File: src/rtl/fnd_pkg.sv
// Shared constants and helpers for the 4-digit FND scan path.
package fnd_pkg;
  localparam int FND_DIGITS = 4;
  localparam int FND_SEL_W  = 2;
  localparam int FND_VAL_W  = 14;

  localparam logic [FND_VAL_W-1:0] FND_MAX     = 14'd9999;
  localparam logic [FND_VAL_W-1:0] FND_LZ_TH1  = 14'd10;
  localparam logic [FND_VAL_W-1:0] FND_LZ_TH2  = 14'd100;
  localparam logic [FND_VAL_W-1:0] FND_LZ_TH3  = 14'd1000;

  // Clamp an incoming value to the largest 4-digit decimal number.
  function automatic logic [FND_VAL_W-1:0] fnd_sat(input logic [FND_VAL_W-1:0] v);
    return (v > FND_MAX) ? FND_MAX : v;
  endfunction
endpackage

File: src/rtl/fnd_tick_gen.sv
// Free-running prescaler: one-cycle tick every DIV clocks.
module fnd_tick_gen #(
  parameter int DIV = 4
) (
  input  logic clk,
  input  logic reset_n,
  output logic tick
);
  localparam int W = (DIV > 1) ? $clog2(DIV) : 1;

  logic [W-1:0] pcnt;

  assign tick = (pcnt == W'(DIV - 1));

  // Count 0..DIV-1 and wrap on the tick cycle.
  always_ff @(posedge clk) begin
    if (!reset_n) begin
      pcnt <= '0;
    end else if (tick) begin
      pcnt <= '0;
    end else begin
      pcnt <= pcnt + W'(1);
    end
  end
endmodule

File: src/rtl/fnd_scan_scheduler.sv
// Digit-scan sequencer with a frame-synchronous shadow register for the
// displayed value, leading-zero blanking and per-digit blinking.
// Handshake: a value is taken on any cycle where upd_valid && upd_ready;
// upd_ready is low while a taken value waits for the next frame boundary,
// and upd_valid may be held high across not-ready cycles.
module fnd_scan_scheduler
  import fnd_pkg::*;
#(
  parameter int CLK_HZ       = 100_000_000,
  parameter int SCAN_HZ      = 1000,
  parameter int BLINK_FRAMES = 125
) (
  input  logic                 clk,
  input  logic                 reset_n,
  input  logic                 upd_valid,
  output logic                 upd_ready,
  input  logic [FND_VAL_W-1:0] upd_value,
  input  logic                 upd_lz,
  input  logic [FND_DIGITS-1:0] blink_en,
  output logic [FND_SEL_W-1:0] digit_sel,
  output logic [FND_VAL_W-1:0] disp_value,
  output logic                 seg_blank,
  output logic                 frame_start
);
  localparam int DIV = CLK_HZ / SCAN_HZ;
  localparam int FCW = (BLINK_FRAMES > 1) ? $clog2(BLINK_FRAMES) : 1;

  logic                  tick;
  logic                  boundary;
  logic                  accept;
  logic                  pending;
  logic [FND_VAL_W-1:0]  pend_val;
  logic                  pend_lz;
  logic                  lz;
  logic [FND_DIGITS-1:0] bmask;
  logic [FND_DIGITS-1:0] lzb;
  logic [FCW-1:0]        fcnt;
  logic                  phase;

  fnd_tick_gen #(.DIV(DIV)) u_tick (
    .clk     (clk),
    .reset_n (reset_n),
    .tick    (tick)
  );

  assign boundary  = tick && (digit_sel == FND_SEL_W'(FND_DIGITS - 1));
  assign upd_ready = !pending;
  assign accept    = upd_valid && upd_ready;

  // Scan counter and frame pulse; frame_start marks the first digit-0 cycle.
  always_ff @(posedge clk) begin
    if (!reset_n) begin
      digit_sel   <= '0;
      frame_start <= 1'b0;
    end else begin
      frame_start <= boundary;
      if (tick) digit_sel <= digit_sel + FND_SEL_W'(1);
    end
  end

  // Shadow register: capture on accept, publish only at frame boundaries.
  // An accept can coincide with a boundary only when nothing is pending,
  // so commit and capture never fight over the pending flag.
  always_ff @(posedge clk) begin
    if (!reset_n) begin
      pending    <= 1'b0;
      pend_val   <= '0;
      pend_lz    <= 1'b0;
      disp_value <= '0;
      lz         <= 1'b0;
    end else begin
      if (boundary && pending) begin
        disp_value <= pend_val;
        lz         <= pend_lz;
        pending    <= 1'b0;
      end
      if (accept) begin
        pend_val <= fnd_sat(upd_value);
        pend_lz  <= upd_lz;
        pending  <= 1'b1;
      end
    end
  end

  // Blink mask sampling and blink phase, both advanced once per frame.
  always_ff @(posedge clk) begin
    if (!reset_n) begin
      bmask <= '0;
      fcnt  <= '0;
      phase <= 1'b0;
    end else if (boundary) begin
      bmask <= blink_en;
      if (fcnt == FCW'(BLINK_FRAMES - 1)) begin
        fcnt  <= '0;
        phase <= ~phase;
      end else begin
        fcnt <= fcnt + FCW'(1);
      end
    end
  end

  // Leading-zero blank per digit; the ones digit always shows.
  always_comb begin
    lzb    = '0;
    lzb[1] = lz && (disp_value < FND_LZ_TH1);
    lzb[2] = lz && (disp_value < FND_LZ_TH2);
    lzb[3] = lz && (disp_value < FND_LZ_TH3);
  end

  assign seg_blank = lzb[digit_sel] | (bmask[digit_sel] & phase);
endmodule

File: config.mk
export PLATFORM = sky130hd
export DESIGN_NAME = fnd_scan_scheduler
export DESIGN_NICKNAME = d
export VERILOG_FILES = /design/src/rtl/fnd_pkg.sv /design/src/rtl/fnd_tick_gen.sv /design/src/rtl/fnd_scan_scheduler.sv
export SDC_FILE = /design/constraint.sdc
export NUM_CORES = 1
export LEC_CHECK = 0
export ABC_AREA = 0
export CAP_MARGIN = 20
export CORE_UTILIZATION = 35
export CTS_CLUSTER_SIZE = 24
export DETAILED_ROUTE_END_ITERATION = 8
export PLACE_DENSITY = 0.62
export REMOVE_ABC_BUFFERS = 1
export SETUP_SLACK_MARGIN = 0.2
export SLEW_MARGIN = 20
export SYNTH_ARGS = -nofsm -noshare
export SYNTH_HDL_FRONTEND = slang
export SYNTH_HIERARCHICAL = 1
export SYNTH_SLANG_ARGS = --single-unit
File: constraint.sdc
create_clock -name clk -period 2.55 [get_ports clk]
set_input_delay 0.3825 -clock clk [delete_from_list [all_inputs] [get_ports clk]]
set_output_delay 0.3825 -clock clk [all_outputs]
set_load 0.02 [all_outputs]
==> results of run 1 <==
tightest hold or removal path, stage by stage, from the launching register on:
cell	delay [ps]
dfxtp_1	310
nand2_1	50
a21boi_1	50
logic make-up after synthesis:
group	count (synthesis)	synth area share
AND/OR/NAND/NOR	151	0.268
flip-flops	63	0.459
AO/OA/AOI/OAI	42	0.119
XOR/XNOR	23	0.0732
buffers and inverters	15	0.0305
multiplexers	7	0.0323
adder cells (fa/ha/maj)	4	0.0182
final timing paths:
path,endpoint,cells past startpoint,slack [ps],startpoint
worst max-delay path,seg_blank,5,300,disp_value[6]
worst min-delay path,disp_value[3],2,450,pend_val[3]
worst max register to register,fcnt[6],8,400,u_tick/pcnt[0]
worst min register to register,disp_value[3],2,450,pend_val[3]
routing by layer:
metal | routed length (um) | global-route usage | vias up
met2 | 2330 | 0.201 | 31
met3 | 165 | 0.0311 | 11
met5 | 0 | 0 | -
met1 | 2910 | 0.202 | 995
li1 | - | - | 1146
met4 | 145 | 0.0927 | 0
registers in the layout (all words and copies together), names as in the netlist, 2 cells and up:
| register | flops |
|---|---|
| fcnt | 7 |
| disp_value | 14 |
| u_tick/pcnt | 17 |
| bmask | 4 |
| digit_sel | 2 |
| pend_val | 14 |
layout make-up:
type / count / area [um^2]
Fill cell: 720 / 3930
Multi-Input combinational cell: 227 / 1410
Sequential cell: 63 / 1260
Timing Repair Buffer: 47 / 464
Clock buffer: 13 / 149
Tap cell: 99 / 124
Clock inverter: 3 / 42.5
Inverter: 5 / 18.8
through the flow:
step	instances	power (mW)	util	cell area, um^2	setup WS (ps)
finish	457	1.98	0.469	3470	301
global route	457	2.07	0.469	3470	194
CTS	456	2.00	0.465	3450	201
detailed placement	440	1.16	0.439	3250	213
global placement	440	1.15	0.439	3250	252
floorplan	295	1.09	-	2690	165
cells in the mapped netlist (3+ instances only):
cell	instances	area, um^2
nand2_1	66	248
clkbuf_1	4	15.0
inv_1	4	15.0
ha_1	4	50.1
mux2_2	3	33.8
nand3b_1	3	22.5
nor4_1	8	50.1
a32o_1	4	40.0
buf_4	3	22.5
dfxtp_1	63	1260
xor2_1	10	87.6
nand3_1	9	45.0
a21boi_1	10	75.1
nor2_1	28	105
xnor2_1	13	114
and2_1	3	18.8
nor3_1	8	40.0
nand4_1	8	50.1
a21boi_0	14	105
o21ai_0	4	20.0
power by group through the flow:
stage	clock (mW)	combinational, mW	sequential [mW]
floorplan	0	0.0536	1.04
global placement	0	0.113	1.04
detailed placement	0	0.114	1.04
CTS	0.869	0.115	1.02
global route	0.922	0.125	1.02
finish	0.847	0.114	1.02
timing repair:
action | 4_1_cts | 5_1_grt
resized for setup | 2 | 3
endpoints found under the setup margin | 1 | 26
gates cloned | 0 | 0
hold endpoints to repair | 0 | 0
setup buffers | 0 | 1
pin swaps | 0 | 1
==> reports/results.txt, run 1 <==
Final setup viols: 0
Crit path time final: 2250 ps
Final setup TNS: 0 ps
Core area: 7410 um^2
Hold crit path type: reg2reg
Slowest CP cell: dfxtp_1
CP max FO: 4
Pleak: 1.23 nW
Nets@finish: 379
Buf/Inv on CP: 1
Routed vias/inst: 4.78
Seq/Total Area, Yosys: 0.459
WL final: 5550 um
Top_reg_cell synth: dfxtp_1
Global-route wire length before repair: 9510 um
Initial antenna violation count: 0
Layout cells sized above 1: 0.109
Max incr delay on CP: 400 ps
Peak supply drop: 0.210 mV
Fmax: 445 MHz
# diodes: 0
1st-pass router iterations: 4
P_sw: 0.435 mW
Synth Cell Area: 2750 um^2
Gpl congestion: 0.831
Clock share of power: 0.428
Initial core utilization: 0.371
Number of cell rows: 31
Clk slew on worst S/H paths: 70 ps
YS warnings: 6
Fin Hold WS: 450 ps
Avg Cell Area, Syn: 9.02 um^2
Max clock buf depth: 2
Post-detailed-placement half-perimeter wirelength: 3920 um
DRC violations left: 0
Crit Path Category: reg2out
Clk_lat worst skew: 340 ps
Largest net degree at the start of global routing: 24
Global Route Usage Sum: 0.145
Most frequent cells in the layout: nand2_1 (66), dfxtp_1 (62), clkdlybuf4s50_1 (39), nor2_1 (28), a21boi_0 (14)
Vias in the first global route: 2,022
CTS tree: built
CP delay by family, top: compound AO/OA/AOI/OAI gates
Number of synthesized flops with an enable pin: 0
GR Overflow Total: 0
Worst EP required: 2170 ps
Iter 0 DRT Violations: 65
Rel. slew slack: 0.553
Number of max-cap violations: 0
Crit. End Element: primary output
Vias: 2,183
Post-route ant nets: 0
Flop pwr share: 0.515
Area Overhead vs Synth: 26.3%
#FFs+latches synth: 63
Data arrival, critical path: 1870 ps
Final period utilization: 0.882
Skew final: 12.1 ps
# H-tree levels: 3
Final Hold Vio Count: 0
Max-slew violations: 0
Die ar.: 8220 um^2
Comb power frac: 0.058
RSZ-0062 raised after global routing: no
Clk sinks: 63
Die Wd: 90.6 um
Status: finished clean
Root Buffer: clkbuf_8
Switching Fraction: 0.219
I/O Buffers: 40
Critical Path Source Type: flip-flop
Slew @ Worst Pin: 670 ps
Avg WL per Cell: 12.1 um
Worst-path cell chain: nand2_1 -> o311ai_0 -> nand3_1 -> a22o_1 -> dlygate4sd2_1
Synth Instances: 305
Commonest non-fill, non-tap cell in the layout: nand2_1
CTS Buf Count: 9
Hold buffers post-CTS: 0
Die height: 90.6 um
IO Count: 41
Async S/R FF share, synth: 0
Distinct cells, synth: 46
Pwr Density: 570 nW/um^2
Cell-internal power: 1.55 mW
Power figures use the tool's default switching activity.
==> run 2: changes to the inputs <==
CAP_MARGIN = 40   (was 20)
==> results of run 2 <==
The final DEF is identical to that of run 1; final timing and power are the same.
==> RTL edit (flow settings as in run 1) <==
The package constant `FND_SEL_W` goes from 2 to 1.
--- a/src/rtl/fnd_pkg.sv
+++ b/src/rtl/fnd_pkg.sv
@@ -1,7 +1,7 @@
 // Shared constants and helpers for the 4-digit FND scan path.
 package fnd_pkg;
   localparam int FND_DIGITS = 4;
-  localparam int FND_SEL_W  = 2;
+  localparam int FND_SEL_W  = 1;
   localparam int FND_VAL_W  = 14;
 
   localparam logic [FND_VAL_W-1:0] FND_MAX     = 14'd9999;
Interface: changed (resized digit_sel); port bits go from 41 to 40. The function was not compared with the original's and may differ.
==> RTL edit against run 1 <==
- total power grew 2.1%
- cell count shrank 4.6%
- area after synthesis shrank 7.6%
- worst setup slack gained 1.4 ps
- wire length shrank 3.5%
- synthesized cell count shrank 4.6%
- register-to-register slack lost 40 ps
- core utilization grew 0.35 points
- first-iteration DRC count grew 74%
- largest power group unchanged
- sequential cell count shrank 3
- design area shrank 6.1%
- critical path depth is the same
- critical endpoint unchanged
- sequential power shrank 4%
==> RTL edit: results (changes against run 1) <==
Parameter                              Value

Route
  Starting DRC count in detailed routing ... 113 (+74%)

Synth
  Share of the synthesized area in compound gates (AO/OA/AOI/OAI) ... 12.7% (+0.78 points)
  Commonest cells in the synthesized netlist ... 60 x sky130_fd_sc_hd__dfxtp_1, 49 x sky130_fd_sc_hd__nand2_1, 26 x sky130_fd_sc_hd__a21oi_1, 26 x sky130_fd_sc_hd__nor2_1, 14 x sky130_fd_sc_hd__xnor2_1
  Sequential area share after synthesis ... 47.3% (+1.4 points)
  Number of instances in the synthesized netlist ... 291 (-4.6%)

STA
  Hold slack ... 451 ps (+0.245 ps)
  Relative slew slack ... 54.2% (-1.2 points)

Placement
  Worst slack, placed ... 218 ps (+5.22 ps)
  Placed Instance Area ... 3000 µm² (-7.7%)
  Number of buffers inserted by port buffering ... 37 (-7.5%)

Worst hold path
  Worst hold path endpoint ... disp_value[5]$_SDFFE_PN0P_
  Critical hold path startpoint ... pend_val[5]$_SDFFE_PN0P_

Setup path
  Family of cells with the greatest summed delay on the critical path ... buffers and inverters
  Origin of the worst setup path ... digit_sel$_SDFFE_PN0P_
  Reg2reg setup slack ... 360 ps (-40 ps)
  Worst-path maximum fanout ... 11 (+7)

Final layout
  Ratio of cells with drive above 1 in the final layout ... 11.2% (+0.28 points)
  Net count reported at finish ... 360 (-5.0%)

Global routing
  Overall fraction of global-route tracks in use ... 16.0% (+1.5 points)
  Maximum number of pins on one net before global-route repair ... 33 (+38%)
  First-pass GRT wire length ... 9380 µm (-1.4%)

Pwr
  Total net switching power ... 0.458 mW (+5.2%)
  Max rail drop VDD ... 0.276 mV (+31%)

Status
  Outcome ... finished, final reports clean

Clock tree
  Post-cts repair resize count ... 0 (-2)
RTL edit: cell types whose count changed in the layout (fill, tap and decap cells not counted), sizes merged, moves of 5 or more:
cell,before,now
nand2,68,50
o22ai,0,5
xor2,10,4
a21boi,24,0
a21oi,2,26
RTL edit: cells by family (layout without fill, tap and decap cells):
group / after synthesis / after routing
AO/OA/AOI/OAI: 50 / 50
XOR/XNOR: 18 / 18
adder cells (fa/ha/maj): 3 / 3
buffers and inverters: 21 / 70
flip-flops: 60 / 60
multiplexers: 6 / 6
AND/OR/NAND/NOR: 133 / 133
RTL edit: area by class of cell:
cell class,count,area [µm²]
tap,96,120
sequential,60,1200
clock inverter,7,91.3
clock buffer,9,124
inverter,7,26.3
fill,692,3640
multi-input combinational,210,1250
timing repair buffer,47,445
RTL edit: power by group through the flow:
| stage | Sequential (mW) | Combinational, mW | Clock (mW) |
|---|---|---|---|
| after detailed placement | 0.997 | 0.112 | 0 |
| final | 0.980 | 0.114 | 0.929 |
| after global routing | 0.982 | 0.128 | 0.997 |
| after CTS | 0.976 | 0.113 | 0.954 |
| after floorplan | 0.993 | 0.0567 | 0 |
| after global placement | 0.998 | 0.112 | 0 |
RTL edit: metal layers:
layer / wire, µm / GRT usage [%] / up-vias
met1: 2660 / 20.4 / 966
met3: 268 / 5.97 / 12
met4: 119 / 6.86 / 0
met5: 0 / 0 / -
met2: 2310 / 24.2 / 43
li1: - / - / 1102
RTL edit: how the worst max path moves through the flow:
stage / endpoint / cells past startpoint
final: seg_blank / 5
after global routing: fcnt[5]$_SDFFE_PN0P_ / 8
after CTS: fcnt[5]$_SDFFE_PN0P_ / 8
after detailed placement: fcnt[5]$_SDFFE_PN0P_ / 8
after global placement: fcnt[5]$_SDFFE_PN0P_ / 8
after floorplan: fcnt[5]$_SDFFE_PN0P_ / 7
